<file path="config.mk">
export PLATFORM = sky130hd
export DESIGN_NAME = t07_fetch_unit
export DESIGN_NICKNAME = d
export VERILOG_FILES = /design/src/rtl/t07_fetch_unit.sv
export SDC_FILE = /design/constraint.sdc
export NUM_CORES = 1
export LEC_CHECK = 0
export ABC_AREA = 0
export BUFFER_PORTS_ARGS = -buffer_cell sky130_fd_sc_hd__buf_2
export CAP_MARGIN = 20
export CORE_ASPECT_RATIO = 0.8
export CORE_MARGIN = 1
export CORE_UTILIZATION = 41
export CTS_CLUSTER_DIAMETER = 80
export CTS_CLUSTER_SIZE = 20
export DETAILED_ROUTE_END_ITERATION = 7
export PLACE_DENSITY_LB_ADDON = 0.1
export SLEW_MARGIN = 25
export SYNTH_ARGS = -nofsm -noshare
export SYNTH_HDL_FRONTEND = slang
export SYNTH_SLANG_ARGS = --single-unit
</file>
<file path="constraint.sdc">
create_clock -name clk -period 1.71 [get_ports clk]
set_input_delay 0.2565 -clock clk [delete_from_list [all_inputs] [get_ports clk]]
set_output_delay 0.2565 -clock clk [all_outputs]
set_load 0.01 [all_outputs]
</file>
<file path="src/rtl/t07_fetch_unit.sv">
// Instruction fetch stage: owns the PC, requests words from the memory handler,
// holds each instruction (with decode fields) until the downstream stage accepts it.
module t07_fetch_unit #(
  parameter logic [31:0] RESET_PC  = 32'h0000_0000,
  parameter logic [31:0] NOP_INSTR = 32'h0000_0013
) (
  input  logic        clk,
  input  logic        nrst,
  input  logic        memBusy,
  input  logic        memAck,
  input  logic [31:0] memInstr,
  output logic        fetchReq,
  output logic [31:0] fetchAddr,
  input  logic        instrReady,
  input  logic        pcLoad,
  input  logic [31:0] pcTarget,
  output logic        instrValid,
  output logic [31:0] instr,
  output logic [31:0] pc,
  output logic [31:0] pcPlus4,
  output logic [6:0]  Op,
  output logic [4:0]  rd,
  output logic [2:0]  funct3,
  output logic [4:0]  rs1,
  output logic [4:0]  rs2,
  output logic [6:0]  funct7,
  output logic [4:0]  rs3
);

  localparam int unsigned XLEN = 32;
  localparam logic [XLEN-1:0] PC_STEP    = XLEN'(4);
  localparam logic [XLEN-1:0] ALIGN_MASK = ~XLEN'(3);

  typedef enum logic [1:0] {
    S_FETCH = 2'd0,
    S_WAIT  = 2'd1,
    S_HOLD  = 2'd2
  } state_t;

  state_t            r_state;
  state_t            w_next_state;
  logic              r_fetch_req;
  logic              r_instr_valid;
  logic [XLEN-1:0]   r_instr;
  logic [XLEN-1:0]   r_pc;
  logic              w_load_instr;
  logic              w_accept;
  logic [XLEN-1:0]   w_next_pc;

  // Next-state logic; a request only counts once it has actually been presented.
  always_comb begin
    w_next_state = r_state;
    w_load_instr = 1'b0;
    w_accept     = 1'b0;
    case (r_state)
      S_FETCH: begin
        if (r_fetch_req && !memBusy) begin
          w_next_state = S_WAIT;
        end
      end
      S_WAIT: begin
        if (memAck) begin
          w_load_instr = 1'b1;
          w_next_state = S_HOLD;
        end
      end
      S_HOLD: begin
        if (instrReady) begin
          w_accept     = 1'b1;
          w_next_state = S_FETCH;
        end
      end
      default: w_next_state = S_FETCH;
    endcase
  end

  assign w_next_pc = pcLoad ? (pcTarget & ALIGN_MASK) : (r_pc + PC_STEP);

  // State, registered handshake outputs, instruction and PC registers.
  always_ff @(posedge clk or negedge nrst) begin
    if (!nrst) begin
      r_state       <= S_FETCH;
      r_fetch_req   <= 1'b0;
      r_instr_valid <= 1'b0;
      r_instr       <= NOP_INSTR;
      r_pc          <= RESET_PC;
    end else begin
      r_state       <= w_next_state;
      r_fetch_req   <= (w_next_state == S_FETCH);
      r_instr_valid <= (w_next_state == S_HOLD);
      if (w_load_instr) begin
        r_instr <= memInstr;
      end
      if (w_accept) begin
        r_pc <= w_next_pc;
      end
    end
  end

  assign fetchReq   = r_fetch_req;
  assign fetchAddr  = r_pc;
  assign instrValid = r_instr_valid;
  assign instr      = r_instr;
  assign pc         = r_pc;
  assign pcPlus4    = r_pc + PC_STEP;

  assign Op     = r_instr[6:0];
  assign rd     = r_instr[11:7];
  assign funct3 = r_instr[14:12];
  assign rs1    = r_instr[19:15];
  assign rs2    = r_instr[24:20];
  assign funct7 = r_instr[31:25];
  assign rs3    = r_instr[31:27];

endmodule

</file>
# Word-level counts from Yosys, hierarchy flattened

Index checks and enable logic that the tools add are counted.

Input port bits: 70
Output and inout bits: 167
Bits in registers: 68
Word-level logic and storage cells: 22

Reduce and logical (&&, ||, !) cells: 4
Mux-type cells: 9
Add/sub/neg operators: 1
Eq/ne operators: 3

Operators with widths:

| operator                                                         | number |
|---|---|
| 32-bit by 3-bit adder with 32-bit output (second input constant) | 1 |
| 32-bit two-way mux                                               | 1 |
| 2-bit two-way mux                                                | 3 |
| 2-bit case mux with 3 select lines                               | 1 |
| 2-bit == test (second input constant)                            | 2 |
| 2-bit logical NOT                                                | 2 |
| 1-bit two-way mux                                                | 4 |
| 2-bit by 1-bit == test with 1-bit output (second input constant) | 1 |
| 1-bit logical AND                                                | 1 |
| 1-bit logical NOT                                                | 1 |

# Depth between registers and ports, before layout

Gate-level depths: netlist (run 1).

Depth in word-level cells: 5
Depth in mapped cells: 7
Gate-level depth less buffers: 6

# Worst setup path before layout (run 1)

Ideal clock, no wire load.

Path type: register -> register
Start point: register r_pc[9] (netlist: fetchAddr[9])
End point: register r_pc[23] (netlist: fetchAddr[23])
Required time: 1.641 ns
Path slack: -0.171 ns
Clock period less this slack: 1.881 ns
Arrival: 1.812 ns
Setup time: 0.069 ns
Buffers on the path: 1
Stages on the path, launching flop included: 7
Path through: dfrtp_1 -> buf_2 -> nand3_1 -> nor3_4 -> nand4_1 -> or4_1 -> nand3_1

Word-level cells in the longest chain between the ends: 2

Ends and longest elaborated chain:

| element                                  | RTL line | RTL |
|---|---|---|
| from (decl)                              | 45       | `logic [XLEN-1:0] r_pc;` |
| from (signal assigned)                   | 95       | `r_pc <= w_next_pc;` |
| 32-bit by 3-bit adder with 32-bit output | 77       | `assign w_next_pc = pcLoad ? (pcTarget & ALIGN_MASK) : (r_pc + PC_STEP);` |
| 32-bit two-way mux                       | 77       |  |

Every way passes these cells.
A chain may end at the register's enable or synchronous reset.

# Final worst setup path (run 1)

Start point: register r_pc[5] (netlist: fetchAddr[5])
End point: output pcPlus4[30]

Word-level cells in the longest chain between the ends: 1

Ends and longest elaborated chain:

| element                                  | RTL line | RTL |
|---|---|---|
| 32-bit by 3-bit adder with 32-bit output | 105      | `assign pcPlus4 = r_pc + PC_STEP;` |
| to (decl)                                | 20       | `output logic [31:0] pcPlus4,` |

Every way passes these cells.

==> results of run 1 <==
cells by family (layout without fill, tap and decap cells):
logic type      count (synthesis)  after routing
compound gates                 63             63
xor+xnor                       28             28
fa+ha+maj                       1              1
buf+inv                       103            342
flops                          66             66
mux                            33             33
other cells                     1              7
simple gates                  147            147
power breakdown:
part | total [mW] | switching [mW] | internal (mW)
Sequential | 2.87 | 0.567 | 2.30
Combinational | 5.89 | 3.08 | 2.81
Clock | 1.89 | 0.651 | 1.24
Total | 10.6 | 4.30 | 6.35
Yosys cell counts, drive strengths merged:
cell type	n
and2	1
dfstp	3
clkinv	1
nand4	7
and4	1
conb	1
o22ai	2
and3	20
nor4b	1
nor2b	1
dfrtp	63
a22oi	3
mux2i	1
or2	1
clkbuf	18
nor3	10
o22a	5
o21a	4
or4	11
a32oi	1
buf	79
o31ai	1
xor2	12
a21oi	22
o311a	1
mux2	32
nand2	21
o21ai	16
ha	1
nand3	41
nand2b	2
inv	5
nor2	24
a31oi	4
nor3b	3
o211ai	2
xnor2	16
a2bb2oi	2
nor4	1
nand3b	2
repair_timing:
| action | CTS | global route |
|---|---|---|
| hold buffers | 1 | 0 |
| buffers inserted | 25 | 13 |
| endpoints found under the hold margin | 63 | 0 |
| endpoints found under the setup margin | 38 | 45 |
| pin swaps | 22 | 9 |
| resized for setup | 50 | 14 |
worst min-delay path by stage:
stage	start	to	slack [ps]
after floorplan	nrst	fetchAddr[10]$_DFFE_PN0N_	-40
after global placement	nrst	fetchAddr[27]$_DFFE_PN0N_	310
after detailed placement	nrst	fetchAddr[27]$_DFFE_PN0N_	310
after CTS	instrReady	instrValid$_DFF_PN0_	140
after global routing	memInstr[18]	instr[18]$_DFFE_PN0P_	150
final	instrReady	instrValid$_DFF_PN0_	150
area by class of cell:
class	instances	area (um2)	area share
antenna	1	2.502	0.0004002
clock buffer	13	270.3	0.04323
clock inverter	2	35.03	0.005603
inverter	6	22.52	0.003602
multi-input combinational	278	2151	0.3440
sequential	66	1660	0.2656
tap	136	170.2	0.02722
timing repair buffer	321	1941	0.3104
through the flow:
step / utilization / power, mW / std cells / hold slack (ps) / TNS (ps)
floorplan: - / 6.564 / 447 / -39.09 / -978.5
global placement: 0.5476 / 8.161 / 770 / 311.3 / -316.6
CTS: 0.6244 / 10.52 / 809 / 137.9 / -7505
detailed placement: 0.5476 / 8.268 / 770 / 307.9 / -940.4
finish: 0.6400 / 10.64 / 823 / 149.2 / -8840
global route: 0.6400 / 11.30 / 823 / 150.8 / -12450
per-layer routing:
metal | share of wire | global-route usage | routed length, um | vias up
li1 | - | - | - | 1964
met1 | 0.43 | 0.2892 | 5473 | 1996
met2 | 0.49 | 0.3859 | 6217 | 179
met3 | 0.063 | 0.06543 | 798 | 16
met4 | 0.011 | 0.07251 | 142 | 0
met5 | 0 | 0 | 0 | -
flip-flops by register name (all words and copies together) (netlist names):
signal	count
instr	32
instrValid	1
fetchReq	1
r_state	2
fetchAddr	30
==> flow_metrics.tcl, run 1 <==
set metrics [dict create \
    outcome "complete, but fails checks" \
    violations "negative setup slack" \
    io_buffer_count 228 \
    ys_warn_count 0 \
    slowest_stage "dfrtp_1" \
    worstPathRequired_ps 1450 \
    finalCritPeriodShare 1.240 \
    clockRootBuffer "clkbuf_16" \
    skew_ps 3.904 \
    fin_nets 753 \
    start_kind "register" \
    dpl_worst_slack_ps -119.2 \
    synth_top_area_frac 0.3778 \
    critical_path_buf_inv_count 2 \
    cts_num_sinks 66 \
    grt_first_pass_wirelength_um 18850 \
    first_global_vias 3764 \
    die_h_um 92.23 \
    fp.dieArea_um2 10590 \
    final_common_cell "buf_2" \
    min_path_type "input port to register" \
    rsz0062_at_grt "yes" \
    slowest_delay_ps 380 \
    synth.avg_cell_area_um2 9.441 \
    slew_violations 0 \
    htreeDepth 3 \
    drtAntennaViolNets 0 \
    grt_max_degree 67 \
    powerDensity_nw_per_um2 1702 \
    ys_ff_latch 66 \
    cts_buffers 9 \
    drc 0 \
    grt_usage 0.2316 \
    cts_tree "yes" \
    drive_gt1_frac 0.6137 \
    vias 4155 \
    crit_family "simple AND/OR/NAND/NOR gates" \
    clkLatencyLatePin_ps 320 \
    rr_startpoint "fetchAddr[5]$_DFFE_PN0N_" \
    path_cells "nand4_2 -> buf_4 -> nor3_1 -> nand3_1 -> xnor2_1 -> buf_2" \
    postSynthCellCount 442 \
    nFillCells 855 \
    viasPerCell 5.049 \
    design_area_um2 6252 \
    cp_data_arrival_time_ps 1860 \
    layout_common_cells "228 x buf_2, 75 x buf_4, 59 x dfrtp_1" \
    start_util 0.4271 \
    antenna_found_initial 1 \
    muxShareOfSynthArea 0.08876 \
    synth_top_cell_by_area "dfrtp_1" \
    avgRoutedWirePerCell_um 15.35 \
    power_leakage_nw 3.066 \
    startpoint "fetchAddr[5]$_DFFE_PN0N_" \
    endpoint_kind "output pin" \
    synth_top_cells_by_area "dfrtp_1 38%, buf_4 13%, mux2_2 8.6%, nand3_1 4.7%, xnor2_1 3.4%" \
    reg2reg_depth 6 \
    dpl_cell_area_um2 5350 \
    finalSetupViolCount 38 \
    tightest_slew_ps 552.9 \
    critPathKind "register to output pin" \
    wirelength_um 12630 \
    rows 32 \
    first_pass_iters 6 \
    hold_depth 2 \
    crit_end "pcPlus4[30]" \
    synth_compound_area_frac 0.09175 \
    max-slew-margin-rel 0.6291 \
    fin_ws_ps -409.9 \
    syn_area_um2 4173 \
    cp_max_fo 4 \
    timing.rr.end "fetchAddr[25]$_DFFE_PN0N_" \
    dp_hpwl_um 8550 \
    crit_cells 6 \
    synthAdderAreaFrac 0.002999 \
    synth_cell_types 49 \
    vdd_drop_max_mv 1.025 \
    clkTransAtPathRegs_ps 50 \
    die_width_um 114.8 \
    core-area_um2 9769 \
    clockBufferDepth 2 \
    maxCapViolations 0 \
    synthXorXnorAreaFrac 0.05877 \
    fin_crit_ps 2120 \
    hold_viol 0 \
    grt_overflow 0 \
    gp_congestion 0.8391 \
    synth_top_family_by_area "simple AND/OR/NAND/NOR gates" \
    io_pins 237 \
    synth_simple_gate_area_frac 0.2000 \
    area_growth_pct 49.84 \
    dr.first_iter.drc_count 204 \
    fmax_ghz 0.4717 \
    synth-seq-area-share 0.3967 \
    r2r_slack_ps -150 \
]
Power figures use the tool's default switching activity.
==> run 2: changes to the inputs <==
--- a/config.mk
+++ b/config.mk
@@ -14,7 +14,7 @@
 export CTS_CLUSTER_DIAMETER = 80
 export CTS_CLUSTER_SIZE = 20
 export DETAILED_ROUTE_END_ITERATION = 7
-export PLACE_DENSITY_LB_ADDON = 0.1
+export PLACE_DENSITY = 0.78
 export SLEW_MARGIN = 25
 export SYNTH_ARGS = -nofsm -noshare
 export SYNTH_HDL_FRONTEND = slang
==> constraint.sdc (replaced) <==
create_clock -name clk -period 1.71 [get_ports clk]
set_input_delay 0.171 -clock clk [delete_from_list [all_inputs] [get_ports clk]]
set_output_delay 0.171 -clock clk [all_outputs]
set_load 0.01 [all_outputs]
==> run 2 against run 1 <==
  * The run still ends with negative setup slack left
  * Final cell count decreased by 1.3%
  * Via count decreased by 2.4%
  * Clock-buffer cell count decreased by 1
  * Fmax increased by 5.0%
  * Core utilization decreased by 0.74 points
  * First-iteration DRC count decreased by 4.9%
  * Wire length decreased by 2.2%
  * Critical path depth increased by 1
  * Cell area decreased by 1.2%
  * Setup slack improved by 100 ps
  * Sequential power increased by 1%
  * Critical path type unchanged
==> flow_metrics.tcl, run 2 (same netlist as run 1, synthesis figures left out) <==
set metrics [dict create \
    clockBufferDepth 2 \
    start_util 0.4271 \
    cts_tree "yes" \
    grt_util_met3 0.05354 \
    min_path_type "input port to register" \
    critical_path_buf_inv_count 3 \
    powerDensity_nw_per_um2 1719 \
    crit_cells 7 \
    slowest_delay_ps 390 \
    viasPerCell 4.996 \
    final.setup.tns_ps -5440 \
    finalCoreUtilization 0.6326 \
    fp.dieArea_um2 10590 \
    dpl_cell_area_um2 5385 \
    fmax_ghz 0.4953 \
    r2r_slack_ps -100 \
    layout_common_cells "228 x buf_2, 68 x buf_4, 60 x dfrtp_1" \
    tightest_slew_ps 500.8 \
    cp_data_arrival_time_ps 1850 \
    grtUsageMet2 0.3970 \
    power_leakage_nw 2.991 \
    worstPathRequired_ps 1540 \
    path_cells "buf_6 -> nand4_4 -> nor2_4 -> buf_4 -> nand3_2 -> xnor2_1 -> buf_2" \
    vias 4057 \
    design_area_um2 6180 \
    slowest_stage "dfrtp_1" \
    numPlacedInstances 774 \
    fin_cells 812 \
    cp_max_fo 6 \
    avgRoutedWirePerCell_um 15.22 \
    grt_first_pass_wirelength_um 18700 \
    core-area_um2 9769 \
    outcome "complete, but fails checks" \
    rows 32 \
    busiest_layer "met2" \
    power_mw 10.62 \
    endpoint_kind "output pin" \
    grt_use_met1 0.2803 \
    antennaDiodeCount 0 \
    io_pins 237 \
    finalHoldWorstSlack_ps 62.19 \
    clkLatencyLatePin_ps 320 \
    final_common_cell "buf_2" \
    gp_congestion 0.8225 \
    finalCritPeriodShare 1.181 \
    drtAntennaViolNets 0 \
    vdd_drop_max_mv 1.121 \
    htreeDepth 3 \
    rr_startpoint "fetchAddr[5]$_DFFE_PN0N_" \
    drc 0 \
    skew_ps 7.882 \
    drive_gt1_frac 0.6139 \
    max-slew-margin-rel 0.6641 \
    crit_end "pcPlus4[12]" \
    grt_usage 0.2291 \
    io_buffer_count 228 \
    die_width_um 114.8 \
    violations "negative setup slack" \
    fin_ws_ps -309.0 \
    dpl_worst_slack_ps -28.92 \
    reg2reg_depth 7 \
    rsz0062_at_grt "yes" \
    die_h_um 92.23 \
    dp_hpwl_um 8727 \
    finalSetupViolCount 27 \
    hold_viol 0 \
    wirelength_um 12360 \
    grt_max_degree 49 \
    critPathKind "register to output pin" \
    antenna_found_initial 1 \
    cts_buffers 9 \
    first_global_vias 3804 \
    timing.rr.end "fetchAddr[23]$_DFFE_PN0N_" \
    fin_crit_ps 2019 \
    startpoint "fetchAddr[5]$_DFFE_PN0N_" \
    largest_register_ffs 32 \
    grt_overflow 0 \
    slew_violations 0 \
    maxCapViolations 0 \
    area_growth_pct 48.10 \
    first_pass_iters 5 \
    dr.first_iter.drc_count 194 \
    cts_num_sinks 66 \
    clockRootBuffer "clkbuf_16" \
    crit_family "simple AND/OR/NAND/NOR gates" \
    fin_nets 742 \
    clkTransAtPathRegs_ps 60 \
    start_kind "register" \
]
-- run 2: cell types whose count changed in the layout (fill, tap and decap cells not counted), moves of 3 or more --
cell        before  now
buf_4           75   68
buf_6           13    8
clkinvlp_4       0    3
nand3_2          6    9
xnor2_1          7    4
xnor2_2          9   12
-- run 2: layout make-up --
type | count | area [um2]
clock inverters | 4 | 52.55
repair buffers | 309 | 1832
flip-flops and latches | 66 | 1659
well taps | 136 | 170.2
multi-input cells | 279 | 2197
inverters | 6 | 22.52
clock buffers | 12 | 246.5
fillers | 818 | 3590
-- run 2: worst min path at each step --
stage,startpoint,to,slack (ps),cells past startpoint
final,instrReady,instrValid$_DFF_PN0_,60,2
after global routing,memInstr[25],instr[25]$_DFFE_PN0P_,60,2
after CTS,instrReady,instrValid$_DFF_PN0_,50,2
after detailed placement,nrst,instr[26]$_DFFE_PN0P_,150,1
after global placement,nrst,instr[26]$_DFFE_PN0P_,150,1
after floorplan,nrst,fetchAddr[10]$_DFFE_PN0N_,-120,0
-- run 2: what timing repair did --
action | CTS | global route
pin swaps | 18 | 16
buffers inserted | 15 | 6
resized for setup | 37 | 28
endpoints found under the setup margin | 31 | 50
hold buffers | 1 | 0
endpoints found under the hold margin | 17 | 0
cloned | 1 | 0
-- run 2: report_power, final --
part	total (mW)	leakage, nW	switching, mW	internal (mW)
Sequential	2.91	0.744	0.609	2.30
Clock	1.84	0.135	0.671	1.17
Combinational	5.88	2.11	3.07	2.81
Total	10.6	2.99	4.35	6.28
-- run 2: per-layer routing --
layer / wire length, um / up-vias
met4: 212 / 2
met2: 6371 / 149
met1: 5159 / 1942
li1: - / 1943
met3: 603 / 21
met5: 10 / -
